===== src/rtl/if_id_fetch_queue.sv =====
// rtl/if_id_fetch_queue.sv - IF->ID decoupling FIFO with flush and first-word fall-through
module if_id_fetch_queue #(
    parameter int DEPTH = 4,
    parameter int XLEN  = 32
) (
    input  logic                         clk,
    input  logic                         reset_n,
    input  logic                         enq_valid,
    input  logic [XLEN-1:0]              enq_pc,
    input  logic [XLEN-1:0]              enq_ir,
    input  logic                         enq_pred,
    output logic                         enq_ready,
    output logic                         deq_valid,
    output logic [XLEN-1:0]              deq_pc,
    output logic [XLEN-1:0]              deq_ir,
    output logic                         deq_pred,
    input  logic                         deq_ready,
    input  logic                         flush,
    output logic [$clog2(DEPTH+1)-1:0]   count
);
    localparam int PTR_W = $clog2(DEPTH);
    localparam int CNT_W = $clog2(DEPTH+1);

    typedef struct packed {
        logic [XLEN-1:0] pc;
        logic [XLEN-1:0] ir;
        logic            pred;
    } entry_t;

    entry_t             mem_q [DEPTH];
    entry_t             head;
    logic [PTR_W-1:0]   wr_q, wr_d;
    logic [PTR_W-1:0]   rd_q, rd_d;
    logic [CNT_W-1:0]   count_q, count_d;
    logic               enq_fire;
    logic               deq_fire;

    assign enq_ready = (count_q != CNT_W'(DEPTH));
    assign deq_valid = (count_q != '0) && !flush;
    assign enq_fire  = enq_valid && enq_ready && !flush;
    assign deq_fire  = deq_valid && deq_ready && !flush;
    assign count     = count_q;

    // Power-of-two depth lets the pointers wrap on their own; occupancy decides full/empty.
    always_comb begin
        wr_d    = wr_q;
        rd_d    = rd_q;
        count_d = count_q;
        if (flush) begin
            wr_d    = '0;
            rd_d    = '0;
            count_d = '0;
        end else begin
            if (enq_fire) wr_d = wr_q + PTR_W'(1);
            if (deq_fire) rd_d = rd_q + PTR_W'(1);
            count_d = count_q + CNT_W'(enq_fire) - CNT_W'(deq_fire);
        end
    end

    always_ff @(posedge clk or negedge reset_n) begin
        if (!reset_n) begin
            wr_q    <= '0;
            rd_q    <= '0;
            count_q <= '0;
        end else begin
            wr_q    <= wr_d;
            rd_q    <= rd_d;
            count_q <= count_d;
        end
    end

    always_ff @(posedge clk) begin
        if (enq_fire) mem_q[wr_q] <= '{pc: enq_pc, ir: enq_ir, pred: enq_pred};
    end

    // ID must see a clean NOP bubble whenever nothing valid is at the head.
    always_comb begin
        head     = mem_q[rd_q];
        deq_pc   = '0;
        deq_ir   = '0;
        deq_pred = 1'b0;
        if (deq_valid) begin
            deq_pc   = head.pc;
            deq_ir   = head.ir;
            deq_pred = head.pred;
        end
    end

    a_count_bound: assert property (@(posedge clk) disable iff (!reset_n)
        count_q <= CNT_W'(DEPTH));
    a_no_enq_full: assert property (@(posedge clk) disable iff (!reset_n)
        !(enq_fire && count_q == CNT_W'(DEPTH)));
    a_no_deq_empty: assert property (@(posedge clk) disable iff (!reset_n)
        !(deq_fire && count_q == '0));
endmodule


===== config.mk =====
export PLATFORM = sky130hd
export DESIGN_NAME = if_id_fetch_queue
export DESIGN_NICKNAME = d
export VERILOG_FILES = /design/src/rtl/if_id_fetch_queue.sv
export SDC_FILE = /design/constraint.sdc
export NUM_CORES = 1
export LEC_CHECK = 0
export ABC_AREA = 1
export CAP_MARGIN = 5
export CORE_AREA = 2 2 166 152
export DETAILED_ROUTE_END_ITERATION = 10
export DIE_AREA = 0 0 168 154
export PLACE_DENSITY = 0.69
export SLEW_MARGIN = 20
export SYNTH_ARGS = -nofsm -noshare
export SYNTH_HDL_FRONTEND = slang
export SYNTH_SLANG_ARGS = --single-unit

===== constraint.sdc =====
create_clock -name clk -period 4 [get_ports clk]
set_input_delay 1.2 -clock clk [delete_from_list [all_inputs] [get_ports clk]]
set_output_delay 1.2 -clock clk [all_outputs]
set_load 0.01 [all_outputs]

# == After elaboration in Yosys (flattened, before gate mapping) ==
# Memories as Yosys holds them, arrays and structs flattened.
# Index checks and enable logic that the tools add are counted.
# totals
regBits,7
mem_bits_rw,260
in_bits,70
output_inout_bits,70
wordCells,28
mem_count,1
# mem_list
memory,words,word_bits,read_ports,rd_clocked_by_memory_dff,write_ports,line,rtl
mem_q,4,65,1,0,1,30,entry_t mem_q [DEPTH];
# op_classes
n_addsub,4
n_eq_ne,1
muxes,10
reduce_logical,9
# op_table
op,n
$mux W32,2
$mux W2,4
$logic_and A1 B1 Y1,5
$add A2 B1 Y2 const B,2
$reduce_bool A2 Y1,2
$add A3 B1 Y3,1
$mux W1,3
$mux W3,1
$ne A3 B3 Y1 const B,1
$reduce_bool A3 Y1,1
$sub A3 B1 Y3,1
$logic_not A1 Y1,1

# == Longest topological paths before layout ==
# Gate-level depths: netlist of the first run.
# logic_depth
word_depth,6
mapped_depth,12
mapped_depth_nobuf,12

# == Least setup slack after synthesis of the first run ==
# No wires, ideal clock.
# synth_path
path_kind,input-to-reg
start,input flush
end,memory mem_q[0][0] in the netlist's numbering (enable)
setup_ns,0.489
arrival_ns,4.250
required_time_ns,3.511
slack_ns,-0.739
path_stages,3
path_buffers,0
cell_sequence,inv_2 nand3_1 nor2_1
# synth_between
elab_chain_len,4
# synth_lines
item,line,rtl
start: declaration,18,"input logic flush,"
$logic_not A1 Y1,40,assign enq_fire = enq_valid && enq_ready && !flush;
$logic_and A1 B1 Y1,40,
$mux W1,73,"if (enq_fire) mem_q[wr_q] <= '{pc: enq_pc, ir: enq_ir, pred: enq_pred};"
$mux W1 (not written as such),73,
end: declaration,30,
# Every way passes these cells.

# == Final worst setup path of the first run ==
# layout_path
start,input flush
end,output deq_pc[5]
# layout_between
elab_chain_len,3
# layout_lines
item,line,rtl
$logic_not A1 Y1,39,assign deq_valid = (count_q != '0) && !flush;
$logic_and A1 B1 Y1,39,
$mux W32,82,if (deq_valid) begin
end: declaration,14,"output logic [XLEN-1:0] deq_pc,"
# Every way passes these cells.

==> impl_metrics.py, run 1 <==
metrics = {
    "logic_synthesis": {
        "synth_seq_cells": 267,
        "synth_top_area_share_pct": 72.8,
        "ys_warn_count": 0,
        "synth_edf_count": 260,
        "async_reset_ff_share_pct": 2.62,
        "synthCells": 894,
        "syn_avg_cell_area_um2": 12.0,
        "syn_nets": 971,
        "synth_top_cell_by_area": "edfxtp_1",
        "synth-seq-area-share_pct": 74.4,
        "ys.flop_type": "edfxtp_1",
        "yosys-top-cells-area": "edfxtp_1 73%, nand2_1 9.5%, nor2_1 4.9%",
        "yosysUniqueCellTypes": 19,
        "syn_area_um2": 10700,
        "synth.most_common_cell": "nand2_1",
        "synth_commonest_cells": "271 x nand2_1, 260 x edfxtp_1, 141 x nor2_1",
    },
    "floorplan": {
        "rows": 54,
        "die_x_um": 168,
        "die_y_um": 154,
        "pin_count": 140,
        "die-area_um2": 25900,
        "design.core.area_um2": 24000,
        "initial_core_util_pct": 44.7,
    },
    "global_routing": {
        "overflow": 0,
        "grt_pass1_wl_mm": 35.1,
        "first_global_vias": 6739,
        "antenna_found_initial": 1,
        "grt_start_max_net_pins": 61,
        "grt_usage_pct": 17.2,
    },
    "sta": {
        "slew_violations": 0,
        "worst_pin_slew_ns": 0.554,
        "hold_violations": 0,
        "rsz0062_at_grt": "false",
        "fin_skew_ns": 0.00936,
        "relSlewSlack_pct": 63.0,
        "fin_crit_ns": 3.95,
        "fmax_mhz": 253,
        "finalSetupViolCount": 0,
        "period_share_pct": 98.8,
    },
    "route": {
        "via_per_inst": 5.01,
        "wire_per_inst_um": 16.3,
        "wl_mm": 22.2,
        "ant_nets": 0,
        "drc": 0,
        "drtPass1Iterations": 5,
        "num_vias": 6834,
        "drt_iter0_drc": 514,
    },
    "power": {
        "power_mw": 7.74,
        "vdd_drop_max_uv": 442,
        "leakagePower_nw": 5.64,
        "power_density_nw_per_um2": 575,
    },
    "finish": {
        "syn2layout_area_growth_pct": 25.5,
        "nNetsFinal": 1112,
        "drive_gt1_share_pct": 7.01,
        "num-fill-cells": 1960,
        "design_area_um2": 13500,
    },
    "critical_path": {
        "worst_path_max_delay_cell": "clkdlybuf4s50_1",
        "reg2reg_from": "count[1]",
        "critPathLaunchType": "input pin",
        "cp_common_cell": "clkdlybuf4s50_1",
        "endpoint_kind": "output port",
        "critPathMaxStageDelay_ns": 0.55,
        "arrival_ns": 2.75,
        "path_max_fanout": 21,
        "worstSetupStartpoint": "flush",
        "path_class": "input pin to output port",
        "required_ns": 2.80,
        "crit_chain": "clkdlybuf4s50_1, inv_2, nand2_2, buf_12, a21oi_1, clkdlybuf4s50_1",
    },
    "placement": {
        "portBuffers": 139,
        "dp_hpwl_mm": 12.8,
        "placed_area_um2": 12500,
        "place_congestion": 0.731,
    },
    "clocking": {
        "cts_tree": "built",
        "cts_max_path_buffers": 3,
        "clk_pin_slew_ns": 0.05,
        "cts_buffers": 28,
        "cts_root_buf": "clkbuf_16",
        "h-tree-depth": 1,
        "worstSkewPairLatency_ns": 0.53,
        "clock_sinks": 267,
    },
    "status": {
        "status": "completed",
    },
    "min_path": {
        "hp-class": "flip-flop to flip-flop",
        "hold_start": "wr_q[0]",
    },
    "run": {
        "max-cap-violations": 0,
    },
}
==> cells in the final DEF (no fill, tap or decap), drive strengths merged, types with 4 or more instances in the layout <==
master,Yosys,routed
edfxtp,260,260
nand3,5,5
dfrtp,7,7
a21oi,65,65
o21ai,67,67
dlymetal6s2s,0,41
ha,6,6
buf,36,22
dlygate4sd2,0,4
nand2,271,271
clkdlybuf4s50,0,94
clkbuf,14,34
clkinv,1,13
inv,17,19
nor2,141,141
==> where the power goes <==
| part | switching (mW) | leakage, nW | total, mW | internal [mW] |
|---|---|---|---|---|
| logic | 1.22 | 2.76 | 2.00 | 0.781 |
| clock network | 1.00 | 0.429 | 2.41 | 1.41 |
| registers | 0.0777 | 2.45 | 3.33 | 3.25 |
==> kinds of logic after synthesis <==
| logic type | count (synthesis) | share of synthesized area [%] |
|---|---|---|
| AO/OA/AOI/OAI | 132 | 6.16 |
| XOR/XNOR | 1 | 0.0816 |
| adder cells (fa/ha/maj) | 7 | 0.886 |
| buffers and inverters | 68 | 3.71 |
| flip-flops | 267 | 74.4 |
| AND/OR/NAND/NOR | 419 | 14.8 |
==> worst paths after layout <==
check	to	slack (ns)	cells after the start
hold reg to reg	wr_q[0]	0.58	1
min in group asynchronous	wr_q[1]	0.94	1
setup / recovery	deq_pc[5]	0.05	6
max in group asynchronous	rd_q[0]	2.77	1
hold / removal	wr_q[0]	0.58	1
setup reg to reg	count[2]	1.89	12
==> critical path, delay by kind of cell <==
kind | cells | cell delay, ns
AND/OR/NAND/NOR | 1 | 0.12
AO/OA/AOI/OAI | 1 | 0.15
buffers and inverters | 4 | 1.25
==> sequential cells by signal (all words and copies together) (netlist names) <==
signal  count
mem_q     260
wr_q        2
count       3
rd_q        2
==> metal layers <==
layer / GRT usage, % / vias to the layer above / wire length [um]
met2: 30.3 / 174 / 11000
met4: 5.67 / 0 / 657
met1: 21.5 / 3270 / 9470
li1: - / 3344 / -
met3: 3.01 / 46 / 1130
met5: 0 / - / 0
==> what timing repair did <==
item | in CTS | in global routing
gates resized for setup | 8 | 42
setup endpoints to repair | 11 | 55
setup buffers | 0 | 1
hold buffers | 0 | 0
==> per-stage QoR <==
stage / hold WS [ns] / cells / utilization (%) / setup TNS (ns) / worst slack [ns]
6_report: 0.577 / 1364 / 56.1 / 0 / 0.0496
5_1_grt: 0.615 / 1363 / 56.1 / 0 / 0.000648
3_5_place_dp: 0.576 / 1312 / 52.0 / -0.294 / -0.0868
4_1_cts: 0.586 / 1362 / 55.6 / 0 / 0.00394
2_1_floorplan: 0.516 / 894 / - / -192.08 / -0.739
3_3_place_gp: 0.551 / 1312 / 52.0 / -0.266 / -0.0758
==> area by class of cell <==
class / count / area [um2] / area share [%]
Sequential cell: 267 / 7990 / 59.3
Multi-Input combinational cell: 559 / 2390 / 17.8
Timing Repair Buffer: 161 / 1750 / 13.0
Clock buffer: 34 / 764 / 5.68
Tap cell: 308 / 385 / 2.86
Clock inverter: 16 / 106 / 0.790
Inverter: 18 / 77.6 / 0.576
Antenna cell: 1 / 2.50 / 0.0186
(Power assumes the default switching activity.)
==> inputs of run 2 (changes only) <==
--- a/config.mk
+++ b/config.mk
@@ -11,6 +11,7 @@
 export DETAILED_ROUTE_END_ITERATION = 10
 export DIE_AREA = 0 0 168 154
 export PLACE_DENSITY = 0.69
+export REMOVE_ABC_BUFFERS = 1
 export SLEW_MARGIN = 20
 export SYNTH_ARGS = -nofsm -noshare
 export SYNTH_HDL_FRONTEND = slang
==> run 2 against run 1 <==
Compared with the run above:
- non-clock buffer count unchanged
- via count down 0.56%
- sequential power hardly changed
- setup slack improved by 0.019 ns
- critical path depth unchanged
- largest cell class unchanged
- clock skew grew 0.0059 ns
- wire length shrank 0.42%
- die area stayed put
- clock power about the same
- power down 0.71%
==> impl_metrics.py, run 2 (same netlist as run 1, synthesis figures left out) <==
metrics = {
    "finish": {
        "num-fill-cells": 1944,
        "final_common_cell": "nand2_1",
        "final_cell_mix": "270 x nand2_1, 260 x edfxtp_1, 137 x nor2_1",
        "largest-register": "mem_q",
        "antenna_cells": 0,
        "nNetsFinal": 1111,
        "largest_register_ffs": 260,
        "drive_gt1_share_pct": 6.58,
        "syn2layout_area_growth_pct": 24.8,
        "design_area_um2": 13400,
    },
    "critical_path": {
        "arrival_ns": 2.73,
        "worst-path-buf-inv": 4,
        "required_ns": 2.80,
        "worst_path_max_delay_cell": "clkdlybuf4s50_1",
        "reg2reg_from": "count[1]",
        "cp_top_family": "buffers and inverters",
        "critPathMaxStageDelay_ns": 0.54,
        "crit_chain": "clkdlybuf4s50_1, inv_2, nand2_2, buf_4, a21oi_1, clkdlybuf4s50_1",
        "worstReg2RegEnd": "count[2]",
        "cp_common_cell": "clkdlybuf4s50_1",
        "critPathLaunchType": "input pin",
        "ff2ff_path_depth": 12,
        "path_class": "input pin to output port",
        "rrSetupSlack_ns": 1.79,
        "path_max_fanout": 16,
        "endpoint_kind": "output port",
    },
    "floorplan": {
        "die_x_um": 168,
        "design.core.area_um2": 24000,
        "die_y_um": 154,
        "initial_core_util_pct": 44.7,
        "pin_count": 140,
        "die-area_um2": 25900,
        "rows": 54,
    },
    "clocking": {
        "cts_tree": "built",
        "post_cts_buffers": 0,
        "cts_root_buf": "clkbuf_16",
        "clk_pin_slew_ns": 0.06,
        "worstSkewPairLatency_ns": 0.51,
        "h-tree-depth": 1,
        "cts-resized-gates": 7,
        "cts_max_path_buffers": 3,
        "cts_buffers": 27,
        "clock_sinks": 267,
        "hold_buffers": 0,
    },
    "sta": {
        "finalSetupViolCount": 0,
        "fin_skew_ns": 0.0153,
        "worst_pin_slew_ns": 0.592,
        "fin_crit_ns": 3.93,
        "hold_ws_ns": 0.586,
        "tns_ns": 0,
        "relSlewSlack_pct": 60.5,
        "slew_violations": 0,
        "hold_violations": 0,
        "fmax_mhz": 254,
        "rsz0062_at_grt": "true",
        "period_share_pct": 98.3,
    },
    "route": {
        "drc": 0,
        "ant_nets": 0,
        "num_vias": 6796,
        "drt_iter0_drc": 537,
        "wire_per_inst_um": 16.3,
        "drtPass1Iterations": 4,
        "wl_mm": 22.1,
        "via_per_inst": 5.01,
    },
    "status": {
        "status": "completed",
    },
    "min_path": {
        "hold_start": "wr_q[1]",
        "hold_depth": 2,
        "worstHoldEndpoint": "wr_q[1]",
        "hp-class": "flip-flop to flip-flop",
    },
    "global_routing": {
        "grt_pass1_wl_mm": 35.0,
        "first_global_vias": 6672,
        "grt_start_max_net_pins": 73,
        "grt_usage_pct": 17.1,
        "overflow": 0,
        "antenna_found_initial": 0,
    },
    "power": {
        "vdd_drop_max_uv": 338,
        "power_density_nw_per_um2": 574,
        "leakagePower_nw": 5.56,
    },
    "placement": {
        "dp_hpwl_mm": 13.0,
        "place_congestion": 0.749,
        "placed_area_um2": 12500,
        "portBuffers": 139,
    },
    "run": {
        "max-cap-violations": 0,
    },
}
[run 2: worst max path at each step]
| stage | end | depth (start not counted) | slack, ns | from |
|---|---|---|---|---|
| floorplan | deq_ir[0] | 3 | -1.88 | rd_q[0] |
| global placement | deq_pc[4] | 6 | -0.08 | flush |
| detailed placement | deq_pc[4] | 6 | -0.08 | flush |
| CTS | deq_ir[29] | 6 | -0.006 | flush |
| global route | deq_ir[7] | 6 | -0.02 | flush |
| finish | deq_pc[22] | 6 | 0.07 | flush |
[run 2: metrics by stage]
stage	total power, mW	utilization [%]	setup slack, ns	instances
after CTS	7.79	55.4	-0.00561	1357
final	7.69	55.8	0.0683	1357
after detailed placement	5.41	51.9	-0.0779	1313
after floorplan	4.45	-	-1.88	844
after global routing	8.10	55.8	-0.0185	1357
after global placement	5.39	51.9	-0.0783	1313
[run 2: layer usage]
layer  track usage [%]  vias up  share of wire [%]  routed length [um]
li1                  -     3330                  -                   -
met1              23.5     3250                 45                9940
met2              28.2      185                 47               10500
met3              3.01       31                6.0                1320
met4              4.55        0                1.8                 401
met5                 0        -                  0                   0
[run 2: worst reg2reg max path, delay by kind of cell (launching register included)]
family / cells / cell delay [ns]
adder cells (fa/ha/maj): 3 / 0.80
buffers and inverters: 3 / 0.31
AND/OR/NAND/NOR: 6 / 0.59
flip-flops: 1 / 0.44
[run 2: report_power, final]
part / internal, mW / total, mW / switching [mW]
registers: 3.25 / 3.33 / 0.0829
clock network: 1.41 / 2.38 / 0.966
logic: 0.768 / 1.98 / 1.21
total: 5.43 / 7.69 / 2.26
[run 2: final cells by class]
cell class                 count  area (um2)  area share, %
sequential                   267        7990           59.6
multi-input combinational    559        2390           17.9
timing repair buffer         161        1730           12.9
clock buffer                  30         687           5.13
tap                          308         385           2.88
clock inverter                14         141           1.06
inverter                      18        72.6          0.542
==> inputs of run 3 (changes only) <==
--- a/config.mk
+++ b/config.mk
@@ -7,10 +7,10 @@
 export LEC_CHECK = 0
 export ABC_AREA = 1
 export CAP_MARGIN = 5
-export CORE_AREA = 2 2 166 152
+export CORE_AREA = 2 2 158 144
 export DETAILED_ROUTE_END_ITERATION = 10
-export DIE_AREA = 0 0 168 154
-export PLACE_DENSITY = 0.69
+export DIE_AREA = 0 0 160 146
+export PLACE_DENSITY = 0.76
 export REMOVE_ABC_BUFFERS = 1
 export SLEW_MARGIN = 20
 export SYNTH_ARGS = -nofsm -noshare
==> run 3 against run 2 <==
Compared with the run above:
- clock skew down 0.0045 ns
- critical path depth unchanged
- wire length up 1.2%
- global-route usage up 1.9 points
- sequential cell count unchanged
- critical endpoint is now deq_ir[28]
- via count up 0.53%
- setup slack worse by 0.051 ns
- power down 1.5%
- maximum frequency down 1.3%
==> impl_metrics.py, run 3 (same netlist as run 1, synthesis figures left out) <==
metrics = {
    "status": {
        "status": "completed",
    },
    "finish": {
        "nNetsFinal": 1109,
        "drive_gt1_share_pct": 6.37,
        "fin_cells": 1345,
        "syn2layout_area_growth_pct": 25.2,
        "largest-register": "mem_q",
        "largest_register_ffs": 260,
        "final_cell_mix": "270 x nand2_1, 260 x edfxtp_1, 137 x nor2_1",
        "final_common_cell": "nand2_1",
    },
    "floorplan": {
        "pin_count": 140,
        "die_x_um": 160,
        "initial_core_util_pct": 49.7,
        "die_y_um": 146,
        "rows": 51,
        "die-area_um2": 23400,
        "design.core.area_um2": 21600,
    },
    "sta": {
        "relSlewSlack_pct": 48.2,
        "finalSetupViolCount": 0,
        "slew_violations": 0,
        "fin_crit_ns": 3.98,
        "period_share_pct": 99.6,
        "worst_pin_slew_ns": 0.776,
        "fmax_mhz": 251,
        "tns_ns": 0,
        "fin_skew_ns": 0.0108,
        "hold_violations": 0,
    },
    "placement": {
        "dpl.cell_count": 1294,
        "portBuffers": 139,
        "dp_hpwl_mm": 12.7,
        "place_congestion": 0.728,
    },
    "route": {
        "drc": 0,
        "drtPass1Iterations": 5,
        "drt_iter0_drc": 564,
        "wl_mm": 22.4,
        "num_vias": 6832,
        "via_per_inst": 5.08,
        "ant_nets": 0,
        "wire_per_inst_um": 16.7,
    },
    "clocking": {
        "cts_tree": "built",
        "cts_root_buf": "clkbuf_16",
        "post_cts_buffers": 0,
        "cts_max_path_buffers": 3,
        "hold_buffers": 0,
        "cts_buffers": 27,
        "h-tree-depth": 1,
        "clk_pin_slew_ns": 0.06,
        "worstSkewPairLatency_ns": 0.52,
        "clock_sinks": 267,
    },
    "critical_path": {
        "ff2ff_path_depth": 10,
        "critPathLaunchType": "input pin",
        "required_ns": 2.80,
        "arrival_ns": 2.78,
        "path_class": "input pin to output port",
        "path_max_fanout": 11,
        "endpoint_kind": "output port",
    },
    "global_routing": {
        "grt_usage_pct": 19.0,
        "antenna_found_initial": 1,
        "overflow": 0,
        "first_global_vias": 6976,
        "grt_start_max_net_pins": 135,
        "grt_pass1_wl_mm": 35.5,
    },
    "min_path": {
        "hold_depth": 1,
        "hp-class": "flip-flop to flip-flop",
    },
    "power": {
        "vdd_drop_max_uv": 396,
        "power_density_nw_per_um2": 564,
        "leakagePower_nw": 5.86,
    },
    "run": {
        "max-cap-violations": 0,
    },
}
-- run 3: per-layer routing --
layer	vias to the layer above	global-route usage (%)	wire length, um
met5	-	0	0
met2	193	32.9	11000
met4	0	4.95	480
li1	3331	-	-
met3	37	4.05	1440
met1	3271	24.5	9510
-- run 3: repair_timing --
| item | 4_1_cts | 5_1_grt |
|---|---|---|
| setup endpoints to repair | 11 | 57 |
| resized for setup | 11 | 57 |
| cloned | 0 | 0 |
| endpoints found under the hold margin | 0 | 0 |
-- run 3: critical path, cell delays in order --
cell	delay (ns)
clkdlybuf4s50_1	0.44
inv_2	0.08
nand2_2	0.13
buf_6	0.19
a21oi_1	0.15
clkdlybuf4s50_1	0.58
-- run 3: layout make-up --
class | instances | area (um2)
sequential | 267 | 7990
clock buffer | 38 | 747
multi-input combinational | 559 | 2390
antenna | 2 | 5.00
clock inverter | 11 | 53.8
fill | 1699 | 8130
inverter | 18 | 75.1
timing repair buffer | 159 | 1810
tap | 291 | 364
-- run 3: where the power goes --
group,internal [mW],switching [mW]
Clock,1.29,0.970
Sequential,3.25,0.0562
Combinational,0.767,1.24
-- run 3: metrics by stage --
stage               setup slack [ns]  cell area, um2  util, %  power [mW]  hold WS (ns)
finish                        0.0170           13400     62.3        7.58         0.575
global route                 -0.0289           13400     62.3        7.97         0.604
CTS                         0.000676           13300     61.6        7.68         0.576
detailed placement           -0.0744           12500     57.9        5.43         0.569
global placement             -0.0597           12500     57.9        5.40         0.547
floorplan                      -1.88           10400        -        4.45         0.516
-- run 3: worst paths after layout --
kind | endpoint | slack, ns | start
setup / recovery | deq_ir[28] | 0.02 | flush
hold / removal | wr_q[0] | 0.57 | wr_q[0]
setup reg to reg | count[1] | 1.90 | count[1]
hold reg to reg | wr_q[0] | 0.57 | wr_q[0]
max in group asynchronous | rd_q[0] | 2.75 | reset_n
min in group asynchronous | rd_q[1] | 0.95 | reset_n
